==> config.mk <==
export PLATFORM = sky130hd
export DESIGN_NAME = rst_seq_ctrl
export DESIGN_NICKNAME = d
export VERILOG_FILES = /design/src/rtl/rst_seq_pkg.sv /design/src/rtl/rst_sync_bank.sv /design/src/rtl/rst_seq_ctrl.sv
export SDC_FILE = /design/constraint.sdc
export NUM_CORES = 1
export LEC_CHECK = 0
export BUFFER_PORTS_ARGS = -buffer_cell sky130_fd_sc_hd__clkbuf_2
export CAP_MARGIN = 20
export CORE_MARGIN = 2
export CORE_UTILIZATION = 55
export CTS_CLUSTER_SIZE = 25
export DETAILED_ROUTE_END_ITERATION = 10
export MAX_ROUTING_LAYER = met4
export PLACE_DENSITY = 0.82
export REMOVE_ABC_BUFFERS = 1
export SLEW_MARGIN = 10
export SYNTH_ARGS = -nofsm -noshare
export SYNTH_HDL_FRONTEND = slang
export SYNTH_HIERARCHICAL = 1
export SYNTH_SLANG_ARGS = --single-unit
==> constraint.sdc <==
create_clock -name clk -period 2.3 [get_ports clk]
set_clock_uncertainty 0.1 [all_clocks]
set_input_delay 0.23 -clock clk [delete_from_list [all_inputs] [get_ports clk]]
set_output_delay 0.23 -clock clk [all_outputs]
set_load 0.05 [all_outputs]
==> src/rtl/rst_seq_pkg.sv <==
// Shared types and width helpers for the reset sequencer.
package rst_seq_pkg;

    typedef enum logic [1:0] {ASSERT, HOLD, RELEASE, RUN} state_e;

    function automatic int clog2(input int v);
        int r;
        r = 0;
        for (int x = v - 1; x > 0; x = x >> 1) r++;
        return r;
    endfunction

    // Counter must be able to hold the larger of the two intervals.
    function automatic int cnt_w(input int hold, input int gap);
        return clog2(((hold > gap) ? hold : gap) + 1);
    endfunction

    function automatic int idx_w(input int n);
        return clog2(n + 1);
    endfunction

endpackage

==> src/rtl/rst_sync_bank.sv <==
// Per-bit multi-stage synchronizer for async reset requests; flushes to 1 on rst_i.
module rst_sync_bank #(
    parameter int WIDTH  = 2,
    parameter int STAGES = 2
) (
    input  logic             clk,
    input  logic             rst_i,
    input  logic [WIDTH-1:0] async_i,
    output logic [WIDTH-1:0] sync_o
);

    for (genvar i = 0; i < WIDTH; i++) begin : g_bit
        (* ASYNC_REG = "TRUE" *) logic [STAGES-1:0] ff;

        always_ff @(posedge clk) begin
            if (rst_i) ff <= '1;
            else       ff <= {ff[STAGES-2:0], async_i[i]};
        end

        assign sync_o[i] = ff[STAGES-1];
    end

endmodule

==> src/rtl/rst_seq_ctrl.sv <==
// Multi-source reset synchronizer and sequencer: holds all domains in reset,
// then releases them one at a time with a fixed gap, and records reset causes.
module rst_seq_ctrl
    import rst_seq_pkg::*;
#(
    parameter int NUM_SRC     = 2,
    parameter int NUM_OUT     = 3,
    parameter int STAGES      = 2,
    parameter int HOLD_CYCLES = 16,
    parameter int GAP_CYCLES  = 4
) (
    input  logic               clk,
    input  logic               rst_i,
    input  logic [NUM_SRC-1:0] async_rst_i,
    input  logic [NUM_SRC-1:0] src_mask_i,
    input  logic               cause_clr_i,
    output logic [NUM_OUT-1:0] rst_o,
    output logic               done_o,
    output logic [NUM_SRC-1:0] cause_o
);

    localparam int CNT_W = cnt_w(HOLD_CYCLES, GAP_CYCLES);
    localparam int IDX_W = idx_w(NUM_OUT);
    localparam logic [CNT_W-1:0] HOLD_LAST = CNT_W'(HOLD_CYCLES - 1);
    localparam logic [CNT_W-1:0] GAP_LAST  = CNT_W'(GAP_CYCLES - 1);

    state_e             state;
    logic [CNT_W-1:0]   cnt;
    logic [IDX_W-1:0]   idx;
    logic [NUM_SRC-1:0] src_sync;
    logic [NUM_SRC-1:0] src_req;
    logic               req;

    rst_sync_bank #(
        .WIDTH  (NUM_SRC),
        .STAGES (STAGES)
    ) u_sync (
        .clk     (clk),
        .rst_i   (rst_i),
        .async_i (async_rst_i),
        .sync_o  (src_sync)
    );

    assign src_req = src_sync & ~src_mask_i;
    assign req     = |src_req;

    always_ff @(posedge clk) begin
        if (rst_i) begin
            state   <= ASSERT;
            cnt     <= '0;
            idx     <= '0;
            rst_o   <= '1;
            done_o  <= 1'b0;
            cause_o <= '0;
        end else begin
            // Set dominates clear so a still-active source is never lost.
            cause_o <= (cause_o & ~{NUM_SRC{cause_clr_i}}) | src_req;

            if (req) begin
                state  <= ASSERT;
                cnt    <= '0;
                idx    <= '0;
                rst_o  <= '1;
                done_o <= 1'b0;
            end else begin
                case (state)
                    ASSERT: begin
                        state <= HOLD;
                        cnt   <= '0;
                    end
                    HOLD: begin
                        if (cnt == HOLD_LAST) begin
                            cnt      <= '0;
                            idx      <= '0;
                            rst_o[0] <= 1'b0;
                            if (NUM_OUT == 1) begin
                                state  <= RUN;
                                done_o <= 1'b1;
                            end else begin
                                state <= RELEASE;
                            end
                        end else begin
                            cnt <= cnt + 1'b1;
                        end
                    end
                    RELEASE: begin
                        if (cnt == GAP_LAST) begin
                            cnt <= '0;
                            idx <= idx + 1'b1;
                            for (int i = 1; i < NUM_OUT; i++)
                                if (i == int'(idx) + 1) rst_o[i] <= 1'b0;
                            // Last domain released in this update.
                            if (int'(idx) + 2 == NUM_OUT) begin
                                state  <= RUN;
                                done_o <= 1'b1;
                            end
                        end else begin
                            cnt <= cnt + 1'b1;
                        end
                    end
                    RUN: ;
                    default: state <= ASSERT;
                endcase
            end
        end
    end

endmodule

* Yosys cells after proc, flatten, opt, wreduce, memory -nomap -nowiden
Index checks and enable logic that the tools add are counted.
Word-level totals: flip-flop bits (word level) 19, memory bits (writable) 0, memories 0, logic and storage cells 49, bits of input ports 7, bits in latches 0, bits in read-only memories 0
Operators by class: equality and inequality tests 10, reductions and logical operators 10, divide/modulo/power cells 0, bitwise operators 5, add/subtract/negate cells 4, shift operators 0, muxes and demuxes 10, $mul 0, $lt $le $gt $ge 0
Operator list (number):
- $eq 2x32->1 const A | 1
- $pmux 5 s3 | 1
- $reduce_and 3->1 | 4
- $mux 2 | 5
- $mux 5 | 2
- $ne 2x2->1 const B | 3
- $pmux 2 s3 | 1
- $add 5x1->5 const B | 1
- $eq 5x2->1 const B | 1
- $eq 5x4->1 const B | 1
- $and 2x2->2 | 2
- $not 2->2 | 2
- $pmux 2 s2 | 1
- $reduce_and 4->1 | 1
- $add 2x1->3 const B | 1
- $add 2x2->3 const B | 1
- $eq 2x3->1 const A | 1
- $eq 3x2->1 const B | 1
- $reduce_bool 3->1 | 1
- $reduce_or 3->1 | 1
- $add 2x1->2 const B | 1
- $eq 2x1->1 const B | 1
- $eq 2x2->1 const B | 1
- $logic_not 2->1 | 1
- 3 further kinds | 3

* Logic depth before layout (Yosys ltp)
Gate-level depths: netlist of run 1.
word-level depth 5, depth in mapped cells 9, mapped depth without buffers 8

* Hierarchy
The synthesis of run 1 kept the hierarchy.
Modules (own cells, without submodules):
- rst_seq_ctrl | area each 857.1 µm², cells an instance 102, times used 1
- rst_sync_bank | area each 120.1 µm², cells an instance 10, times used 1

* Worst setup path after synthesis of run 1
OpenSTA, ideal clock, no wires.
path kind reg2reg, start point reg cnt[0], end point reg cnt[3], slack 0.461 ns, stages on the path, launching flop included 10, data arrival time 1.664 ns, cells stage by stage dfxtp_1 -> ha_1 -> nand3_1 -> inv_1 -> ha_1 -> nor2b_1 -> clkbuf_1 -> o2bb2ai_1 -> nand3_1 -> a31oi_1
On the way: cells in the longest elaborated chain, start to end 3, elaborated cells between the ends (all ways) 6, classes of those cells 1 x add/sub; 2 x eq/ne; 3 x mux
Ends and longest elaborated chain:
- start, declared | line rst_seq_ctrl.sv:28 | logic [CNT_W-1:0] cnt;
- start signal, assigned | line rst_seq_ctrl.sv:83 | cnt <= cnt + 1'b1;
- start signal, assigned | line rst_seq_ctrl.sv:98 | cnt <= cnt + 1'b1;
- $add 5x1->5 (tied with other cells) | line rst_seq_ctrl.sv:83, rst_seq_ctrl.sv:98
- $mux 5, on equally long branches | line rst_seq_ctrl.sv:87, rst_seq_ctrl.sv:72
- $pmux 5 s3 (*) | line rst_seq_ctrl.sv:66 | case (state)
Mark *: on every way between the ends. The rest lies on a longest branch, timed or not. A chain may end at the register's enable or synchronous reset.

* Worst setup path in the final report of run 1
start point reg state[0], end point reg cnt[3]
On the way: cells in the longest elaborated chain, start to end 2, elaborated cells between the ends (all ways) 5, classes of those cells 2 x eq/ne; 1 x mux; 2 x reduce/logical
Ends and longest elaborated chain:
- start, declared | line rst_seq_ctrl.sv:27 | state_e state;
- start signal, assigned | line rst_seq_ctrl.sv:49 | state <= ASSERT;
- start signal, assigned | line rst_seq_ctrl.sv:60 | state <= ASSERT;
- start signal, assigned | line rst_seq_ctrl.sv:68 | state <= HOLD;
- $eq 2x2->1 (tied with other cells) | line rst_seq_ctrl.sv:66
- $pmux 5 s3 / $reduce_bool 3->1 (equally long branches)
Parallel ways exist; a longest one is shown, timed or not.

==> results.py, run 1 <==
metrics = {
    "global_route": {
        "grt_pass1_wl_um": 2800,
        "grt_usage_pct": 19.6,
        "grt_max_degree": 14,
        "gr-total-overflow": 0,
        "antenna_found_initial": 0,
        "first_global_vias": 680,
    },
    "routing": {
        "via_per_inst": 5.48,
        "drc_errors": 0,
        "wl_per_cell_um": 12.4,
        "vias": 784,
        "drtIter0Drc": 14,
        "dr.pass1.iters": 4,
        "wl_um": 1770,
        "ant_nets": 0,
    },
    "layout": {
        "final_nets": 144,
        "n_fill_cell": 143,
        "areaGrowthSynthToFinish_pct": 11.3,
        "antenna_cells": 0,
        "drive_above_1_share_pct": 16.7,
        "multi_input_area_um2": 529,
        "final_cells": 143,
        "seqCellArea_um2": 380,
    },
    "yosys": {
        "yosys-top-cells-area": "dfxtp_1 39%, ha_1 13%, nand2_1 4.2%",
        "synth_flop_cell": "dfxtp_1",
        "yosysWarnings": 6,
        "synthArstFlopShare_pct": 0,
        "avgSynthCellArea_um2": 8.72,
        "synthesis.area_um2": 977,
        "ys_ff_latch": 19,
        "synth_top_area_share_pct": 38.9,
        "synth.yosys.seq_area_share_pct": 38.9,
        "yosysTopAreaCell": "dfxtp_1",
        "ys_types": 31,
        "synth_cells": 112,
        "synth_edf_count": 0,
        "synth_common_cells": "19 x dfxtp_1, 11 x nand2_1, 10 x ha_1, 10 x nor2_1",
        "yosysMostFrequentCell": "dfxtp_1",
    },
    "job": {
        "cap_violations": 0,
    },
    "critical_path": {
        "ff2ff_path_depth": 6,
        "path_max_fanout": 13,
        "cp_top_family": "compound AO/OA/AOI/OAI gates",
        "slowest_delay_ns": 0.38,
        "startpoint": "state[0]",
        "required_ns": 2.44,
        "crit_chain": "inv_1, ha_1, or3b_1, o2bb2ai_1, nand3_1, a31oi_1",
        "critPathLaunchType": "flip-flop",
        "arrival_ns": 2.13,
        "r2r_start": "state[0]",
        "reg2reg_slack_ns": 0.31,
        "endpoint_kind": "flip-flop",
        "timing.rr.end": "cnt[3]",
        "crit_type": "flip-flop to flip-flop",
        "path_buf_inv": 1,
        "slowest_stage": "or3b_1",
    },
    "die": {
        "die-width_um": 46.2,
        "start_util_pct": 57.9,
        "die_h_um": 46.2,
        "die_area_mm2": 0.00213,
        "core_area_mm2": 0.00169,
        "pin_count": 13,
        "rows": 15,
    },
    "sta": {
        "max_freq_mhz": 503,
        "fin_ws_ns": 0.311,
        "slew-limit-headroom_pct": 74.2,
        "slew_viol_final": 0,
        "rsz0062_at_grt": "no",
        "period_needed_ns": 1.99,
        "hold_violations": 0,
        "fin_crit_sh_pct": 86.5,
        "tightest_slew_ns": 0.387,
        "setup_violations": 0,
        "setup_tns_ns": 0,
    },
    "power_and_ir_drop": {
        "power_frac_seq_pct": 59.9,
        "cellPowerDensity_mw_per_mm2": 521,
        "intPower_mw": 0.422,
        "power_switching_mw": 0.145,
        "p_leak_nw": 0.456,
        "p_comb_share_pct": 9.2,
        "clockPowerShare_pct": 30.9,
        "switching_share_pct": 25.6,
        "ir_worst_vdd_mv": 0.318,
    },
    "placed_design": {
        "post-place-ws_ns": 0.337,
        "dpl.hpwl_um": 1250,
        "port-buffer-count": 12,
        "placed_cells": 137,
        "gp_congestion": 0.783,
    },
    "clock_tree": {
        "cts.reportedPaths.clkPinSlew_ns": 0.11,
        "clock_path_buffers": 2,
        "cts_num_sinks": 19,
        "insertion_delay_ns": 0.31,
        "tritoncts": "yes",
        "htree_levels": 1,
        "ctsRootBufferMaster": "clkbuf_4",
        "ctsResizeCount": 0,
        "postCtsSetupBuffers": 0,
        "cts_hold_buf": 2,
        "cts_buffers": 3,
    },
    "worst_hold_path": {
        "hold_path_end": "cause_o[1]",
        "min_from": "rst_i",
        "min_path_type": "input pin to flip-flop",
        "whs_path_depth": 2,
    },
    "status": {
        "status": "finished clean",
    },
}
-- power by group through the flow --
stage	registers, mW	logic [mW]	clock network [mW]
finish	0.340	0.0522	0.175
global route	0.341	0.0580	0.194
CTS	0.340	0.0519	0.181
detailed placement	0.347	0.0488	0
global placement	0.347	0.0475	0
floorplan	0.355	0.0246	0
-- worst max-delay path by stage --
stage | cells past startpoint | end
after floorplan | 8 | cnt[3]
after global placement | 7 | cnt[4]
after detailed placement | 6 | cnt[3]
after CTS | 6 | cnt[3]
after global routing | 6 | cnt[2]
final | 6 | cnt[3]
-- cell usage in the layout, fill, tap and decap left out, drive strengths merged, types with 3 or more instances in the layout --
cell type  count
clkbuf        15
a31oi          3
nor2          10
a21oi          7
buf            3
o21ai          4
nor2b          4
inv            7
nand3          6
nand2         11
ha            10
or2            4
dfxtp         19
-- sequential cells by signal, summed over array words and instances, names as in the netlist --
signal	cells
state	2
cnt	5
cause_o	2
rst_o	3
idx	2
u_sync/g_bit.ff	4
done_o	1
-- worst register-to-register path, stage by stage (launching register included) --
cell and delay (ns):
dfxtp_1 0.36, inv_1 0.07, ha_1 0.36, or3b_1 0.38, o2bb2ai_1 0.35, nand3_1 0.13
a31oi_1 0.17
-- routing by layer --
layer	global-route usage (%)	vias to the layer above	share of wire (%)
met1	21.6	352	46
met5	-	-	0
met4	12.0	0	2.6
met3	3.53	5	3.2
met2	32.2	16	49
li1	-	411	-
-- cells by family after synthesis --
logic type,synth area share [%]
buf+inv,6.91
flops,38.9
fa+ha+maj,12.8
mux,1.02
compound gates,14.3
simple gates,26.0
-- metrics by stage --
| stage | hold WS [ns] | power, mW | area, um2 | util [%] |
|---|---|---|---|---|
| after floorplan | 0.202 | 0.380 | 936 | - |
| after global placement | 0.285 | 0.394 | 1040 | 61.6 |
| after detailed placement | 0.299 | 0.396 | 1040 | 61.6 |
| after CTS | 0.0546 | 0.573 | 1090 | 64.4 |
| after global routing | 0.0741 | 0.593 | 1090 | 64.4 |
| final | 0.0608 | 0.567 | 1090 | 64.4 |
-- area by class of cell --
cell class | instances | area share (%)
Clock inverter | 1 | 0.460
Inverter | 7 | 2.42
Multi-Input combinational cell | 79 | 48.7
Timing Repair Buffer | 17 | 9.44
Sequential cell | 19 | 35.0
Clock buffer | 3 | 2.07
Tap cell | 17 | 1.96
Power figures use the tool's default switching activity.
==> run 2: changes to the inputs <==
- CTS_BUF_LIST: not set -> sky130_fd_sc_hd__clkbuf_16
==> run 2 against run 1 <==
Net effect: sequential share of layout area down 1.0 points; critical endpoint is now state[0]; sequential cell count did not move; via count rose by 1.7%; wire length is 9.0% higher; largest power group is now the clock network; clock power rose by 100%; core utilization up 1.9 points; critical path depth up 2; combinational power is 2% lower.
==> results.py, run 2 (synthesis results as in run 1) <==
metrics = {
    "critical_path": {
        "reg2reg_slack_ns": 0.31,
        "path_common_cell": "ha_1",
        "path_buf_inv": 2,
        "slowest_delay_ns": 0.43,
        "crit_type": "flip-flop to flip-flop",
        "required_ns": 2.38,
        "crit_chain": "ha_1, nand3_1, inv_1, ha_1, nor2b_1, buf_4, or4_1, a21oi_1",
        "critPathLaunchType": "flip-flop",
        "arrival_ns": 2.07,
        "timing.rr.end": "state[0]",
        "ff2ff_path_depth": 8,
        "endpoint_kind": "flip-flop",
        "cp_top_family": "simple AND/OR/NAND/NOR gates",
        "slowest_stage": "or4_1",
        "r2r_start": "cnt[0]",
        "path_max_fanout": 9,
    },
    "worst_hold_path": {
        "whs_path_depth": 2,
        "hold_path_end": "u_sync/g_bit[1].ff[0]",
        "min_path_type": "input pin to flip-flop",
        "min_from": "async_rst_i[1]",
    },
    "sta": {
        "fin_crit_sh_pct": 86.6,
        "slew-limit-headroom_pct": 75.0,
        "setup_violations": 0,
        "slew_viol_final": 0,
        "holdWs_ns": 0.0514,
        "max_freq_mhz": 502,
        "tightest_slew_ns": 0.375,
        "hold_violations": 0,
        "fin_ws_ns": 0.309,
        "setup_tns_ns": 0,
        "rsz0062_at_grt": "no",
        "period_needed_ns": 1.99,
    },
    "layout": {
        "final_common_cell": "dfxtp_1",
        "fin_area_mm2": 0.00112,
        "final_nets": 142,
        "largest_reg_flops": 5,
        "final_cell_mix": "19 x dfxtp_1, 12 x clkbuf_2, 11 x nand2_1",
        "top_register": "cnt",
        "areaGrowthSynthToFinish_pct": 14.6,
        "antenna_cells": 0,
        "drive_above_1_share_pct": 16.9,
        "largestRegisters": "cnt x5, u_sync/g_bit.ff x4, rst_o x3",
        "n_fill_cell": 132,
    },
    "clock_tree": {
        "htree_levels": 1,
        "tritoncts": "yes",
        "ctsRootBufferMaster": "clkbuf_16",
        "cts_hold_buf": 0,
        "ctsResizeCount": 0,
        "cts_num_sinks": 19,
        "postCtsSetupBuffers": 0,
        "cts_buffers": 3,
        "insertion_delay_ns": 0.25,
        "cts.reportedPaths.clkPinSlew_ns": 0.05,
        "clock_path_buffers": 2,
    },
    "routing": {
        "ant_nets": 0,
        "drtIter0Drc": 12,
        "drc_errors": 0,
        "wl_per_cell_um": 13.7,
        "vias": 797,
        "dr.pass1.iters": 4,
        "wl_um": 1930,
        "via_per_inst": 5.65,
    },
    "die": {
        "die_area_mm2": 0.00213,
        "core_area_mm2": 0.00169,
        "rows": 15,
        "pin_count": 13,
        "start_util_pct": 57.9,
        "die_h_um": 46.2,
        "die-width_um": 46.2,
    },
    "power_and_ir_drop": {
        "ir_worst_vdd_mv": 0.425,
        "cellPowerDensity_mw_per_mm2": 670,
        "p_leak_nw": 0.471,
    },
    "global_route": {
        "first_global_vias": 739,
        "antenna_found_initial": 0,
        "gr-total-overflow": 0,
        "grt_pass1_wl_um": 2960,
        "grt_usage_pct": 20.7,
        "grt_max_degree": 14,
    },
    "placed_design": {
        "dpl.hpwl_um": 1250,
        "gp_congestion": 0.783,
        "port-buffer-count": 12,
        "postPlaceCellArea_mm2": 0.00104,
        "post-place-ws_ns": 0.337,
    },
    "status": {
        "status": "finished clean",
    },
    "job": {
        "cap_violations": 0,
    },
}
## run 2: per-layer routing
layer	part of all wire [%]	up-vias	GRT usage [%]
met3	3.2	9	7.84
met5	0	-	-
met4	2.8	0	14.3
li1	-	407	-
met2	52	16	35.3
met1	42	365	18.7
## run 2: where the power goes
part	switching, mW	internal [mW]	total (mW)	leakage, nW
Sequential	0.00386	0.337	0.340	0.155
Combinational	0.0325	0.0186	0.0511	0.275
Clock	0.125	0.233	0.358	0.0409
## run 2: worst max-delay path by stage
stage	start	to	slack (ns)	depth (start not counted)
3_3_place_gp	cnt[0]	cnt[4]	0.37	7
2_1_floorplan	cnt[0]	cnt[3]	0.44	8
3_5_place_dp	state[0]	cnt[3]	0.34	6
5_1_grt	state[0]	cnt[2]	0.17	6
4_1_cts	cnt[0]	state[0]	0.32	8
6_report	cnt[0]	state[0]	0.31	8
## run 2: cell type report
type	instances	area [um2]	area share, %
clock buffer	3	75.1	6.70
clock inverter	1	5.00	0.447
inverter	7	26.3	2.35
multi-input combinational	79	529	47.3
sequential	19	380	34.0
tap	17	21.3	1.90
timing repair buffer	15	82.6	7.37
## run 2: stage by stage
step                      power, mW  std cells  utilization (%)
after CTS                     0.756        141             66.3
after global routing          0.776        141             66.3
final                         0.750        141             66.3
after global placement        0.394        137             61.6
after detailed placement      0.396        137             61.6
after floorplan               0.380        105                -
==> run 3: changes to the inputs <==
- BUFFER_PORTS_ARGS: -buffer_cell sky130_fd_sc_hd__clkbuf_2 -> -buffer_cell sky130_fd_sc_hd__buf_2
==> run 3 against run 2 <==
Net effect: critical path type unchanged; cell count is the same; combinational power is essentially flat; largest power group unchanged; power is essentially flat; sequential cell count is the same; first-iteration DRC count grew 83%; die area is the same; critical path depth shrank 2; critical endpoint is now cnt[3]; cell area is the same.
==> results.py, run 3 (synthesis results as in run 1) <==
metrics = {
    "clock_tree": {
        "cts.reportedPaths.clkPinSlew_ns": 0.05,
        "ctsRootBufferMaster": "clkbuf_16",
        "clock_path_buffers": 2,
        "postCtsSetupBuffers": 0,
        "insertion_delay_ns": 0.25,
        "htree_levels": 1,
        "ctsResizeCount": 0,
        "cts_hold_buf": 0,
        "cts_num_sinks": 19,
        "cts_buffers": 3,
        "tritoncts": "yes",
    },
    "global_route": {
        "antenna_found_initial": 0,
        "grt_usage_pct": 19.9,
        "grt_pass1_wl_um": 2930,
        "grt_max_degree": 14,
        "gr-total-overflow": 0,
        "first_global_vias": 713,
    },
    "layout": {
        "n_fill_cell": 136,
        "largest_reg_flops": 5,
        "multi_input_area_um2": 529,
        "final_cell_mix": "19 x dfxtp_1, 12 x buf_2, 11 x nand2_1",
        "areaGrowthSynthToFinish_pct": 14.6,
        "antenna_cells": 0,
        "seqCellArea_um2": 380,
        "final_common_cell": "dfxtp_1",
        "largestRegisters": "cnt x5, u_sync/g_bit.ff x4, rst_o x3",
        "top_register": "cnt",
        "final_nets": 142,
        "drive_above_1_share_pct": 16.9,
    },
    "sta": {
        "rsz0062_at_grt": "no",
        "max_freq_mhz": 494,
        "fin_ws_ns": 0.276,
        "slew_viol_final": 0,
        "hold_violations": 0,
        "setup_violations": 0,
        "period_needed_ns": 2.02,
        "fin_crit_sh_pct": 88.0,
        "slew-limit-headroom_pct": 74.1,
        "setup_tns_ns": 0,
        "tightest_slew_ns": 0.389,
    },
    "routing": {
        "ant_nets": 0,
        "via_per_inst": 5.65,
        "drtIter0Drc": 22,
        "wl_um": 1880,
        "wl_per_cell_um": 13.3,
        "drc_errors": 0,
        "vias": 796,
        "wl_met1_um": 840,
        "dr.pass1.iters": 4,
        "met2_length_um": 953,
        "routed-wl-met3_um": 49,
        "highest_layer": "met4",
    },
    "worst_hold_path": {
        "whs_path_depth": 2,
        "min_path_type": "input pin to flip-flop",
        "hold_path_end": "u_sync/g_bit[1].ff[0]",
        "min_from": "async_rst_i[1]",
    },
    "placed_design": {
        "dpl.hpwl_um": 1250,
        "post-place-ws_ns": 0.340,
        "port-buffer-count": 12,
        "gp_congestion": 0.773,
    },
    "power_and_ir_drop": {
        "cellPowerDensity_mw_per_mm2": 669,
        "clockPowerShare_pct": 47.7,
        "switching_share_pct": 21.5,
        "p_leak_nw": 0.467,
        "power_frac_seq_pct": 45.4,
        "power_switching_mw": 0.161,
        "p_comb_share_pct": 6.8,
        "intPower_mw": 0.588,
        "ir_worst_vdd_mv": 0.444,
    },
    "die": {
        "core_area_mm2": 0.00169,
        "die-width_um": 46.2,
        "die_h_um": 46.2,
        "start_util_pct": 57.9,
        "die_area_mm2": 0.00213,
        "pin_count": 13,
        "rows": 15,
    },
    "critical_path": {
        "required_ns": 2.38,
        "arrival_ns": 2.10,
        "ff2ff_path_depth": 6,
        "crit_type": "flip-flop to flip-flop",
        "critPathLaunchType": "flip-flop",
        "timing.rr.end": "cnt[3]",
        "path_max_fanout": 5,
        "r2r_start": "state[0]",
        "reg2reg_slack_ns": 0.28,
        "endpoint_kind": "flip-flop",
    },
    "status": {
        "status": "finished clean",
    },
    "job": {
        "cap_violations": 0,
    },
}
==> run 3: cell count changes in the layout (fill, tap and decap cells not counted) <==
cell and change:
buf_2 +12, clkbuf_2 -12
==> run 3: routing by layer <==
layer / global-route usage [%] / vias up
li1: - / 407
met1: 21.1 / 372
met2: 34.2 / 12
met3: 3.53 / 5
met4: 11.4 / 0
met5: - / -
==> run 3: final cells by class <==
class | instances | share of cell area [%]
Clock buffer | 3 | 6.70
Clock inverter | 1 | 0.447
Inverter | 7 | 2.35
Multi-Input combinational cell | 79 | 47.3
Sequential cell | 19 | 34.0
Tap cell | 17 | 1.90
Timing Repair Buffer | 15 | 7.37
==> run 3: metrics by stage <==
stage	area, um2	util, %	total power, mW	instances	hold slack, ns
after global routing	1120	66.3	0.773	141	0.0568
final	1120	66.3	0.749	141	0.0598
after detailed placement	1040	61.6	0.396	137	0.298
after floorplan	936	-	0.380	105	0.202
after CTS	1120	66.3	0.754	141	0.0603
after global placement	1040	61.6	0.394	137	0.285
==> run 3: power by group through the flow <==
stage                     clock network [mW]  logic, mW  registers, mW
after floorplan                            0     0.0246          0.355
after global placement                     0     0.0476          0.347
after detailed placement                   0     0.0492          0.347
after CTS                              0.362     0.0513          0.340
after global routing                   0.377     0.0552          0.341
final                                  0.358     0.0513          0.340
==> run 3: how the worst max path moves through the flow <==
| stage | startpoint | end | cells after the start |
|---|---|---|---|
| after floorplan | cnt[0] | cnt[3] | 8 |
| after global placement | cnt[0] | cnt[4] | 7 |
| after detailed placement | cnt[0] | cnt[4] | 7 |
| after CTS | state[0] | cnt[3] | 6 |
| after global routing | state[0] | cnt[3] | 6 |
| final | state[0] | cnt[3] | 6 |
==> run 3: critical path, cell delays in order, from the launching register on <==
cell and delay [ns]:
dfxtp_1 0.40, inv_1 0.08, ha_1 0.36, or3b_1 0.37, o2bb2ai_1 0.36, nand3_1 0.13
a31oi_1 0.17
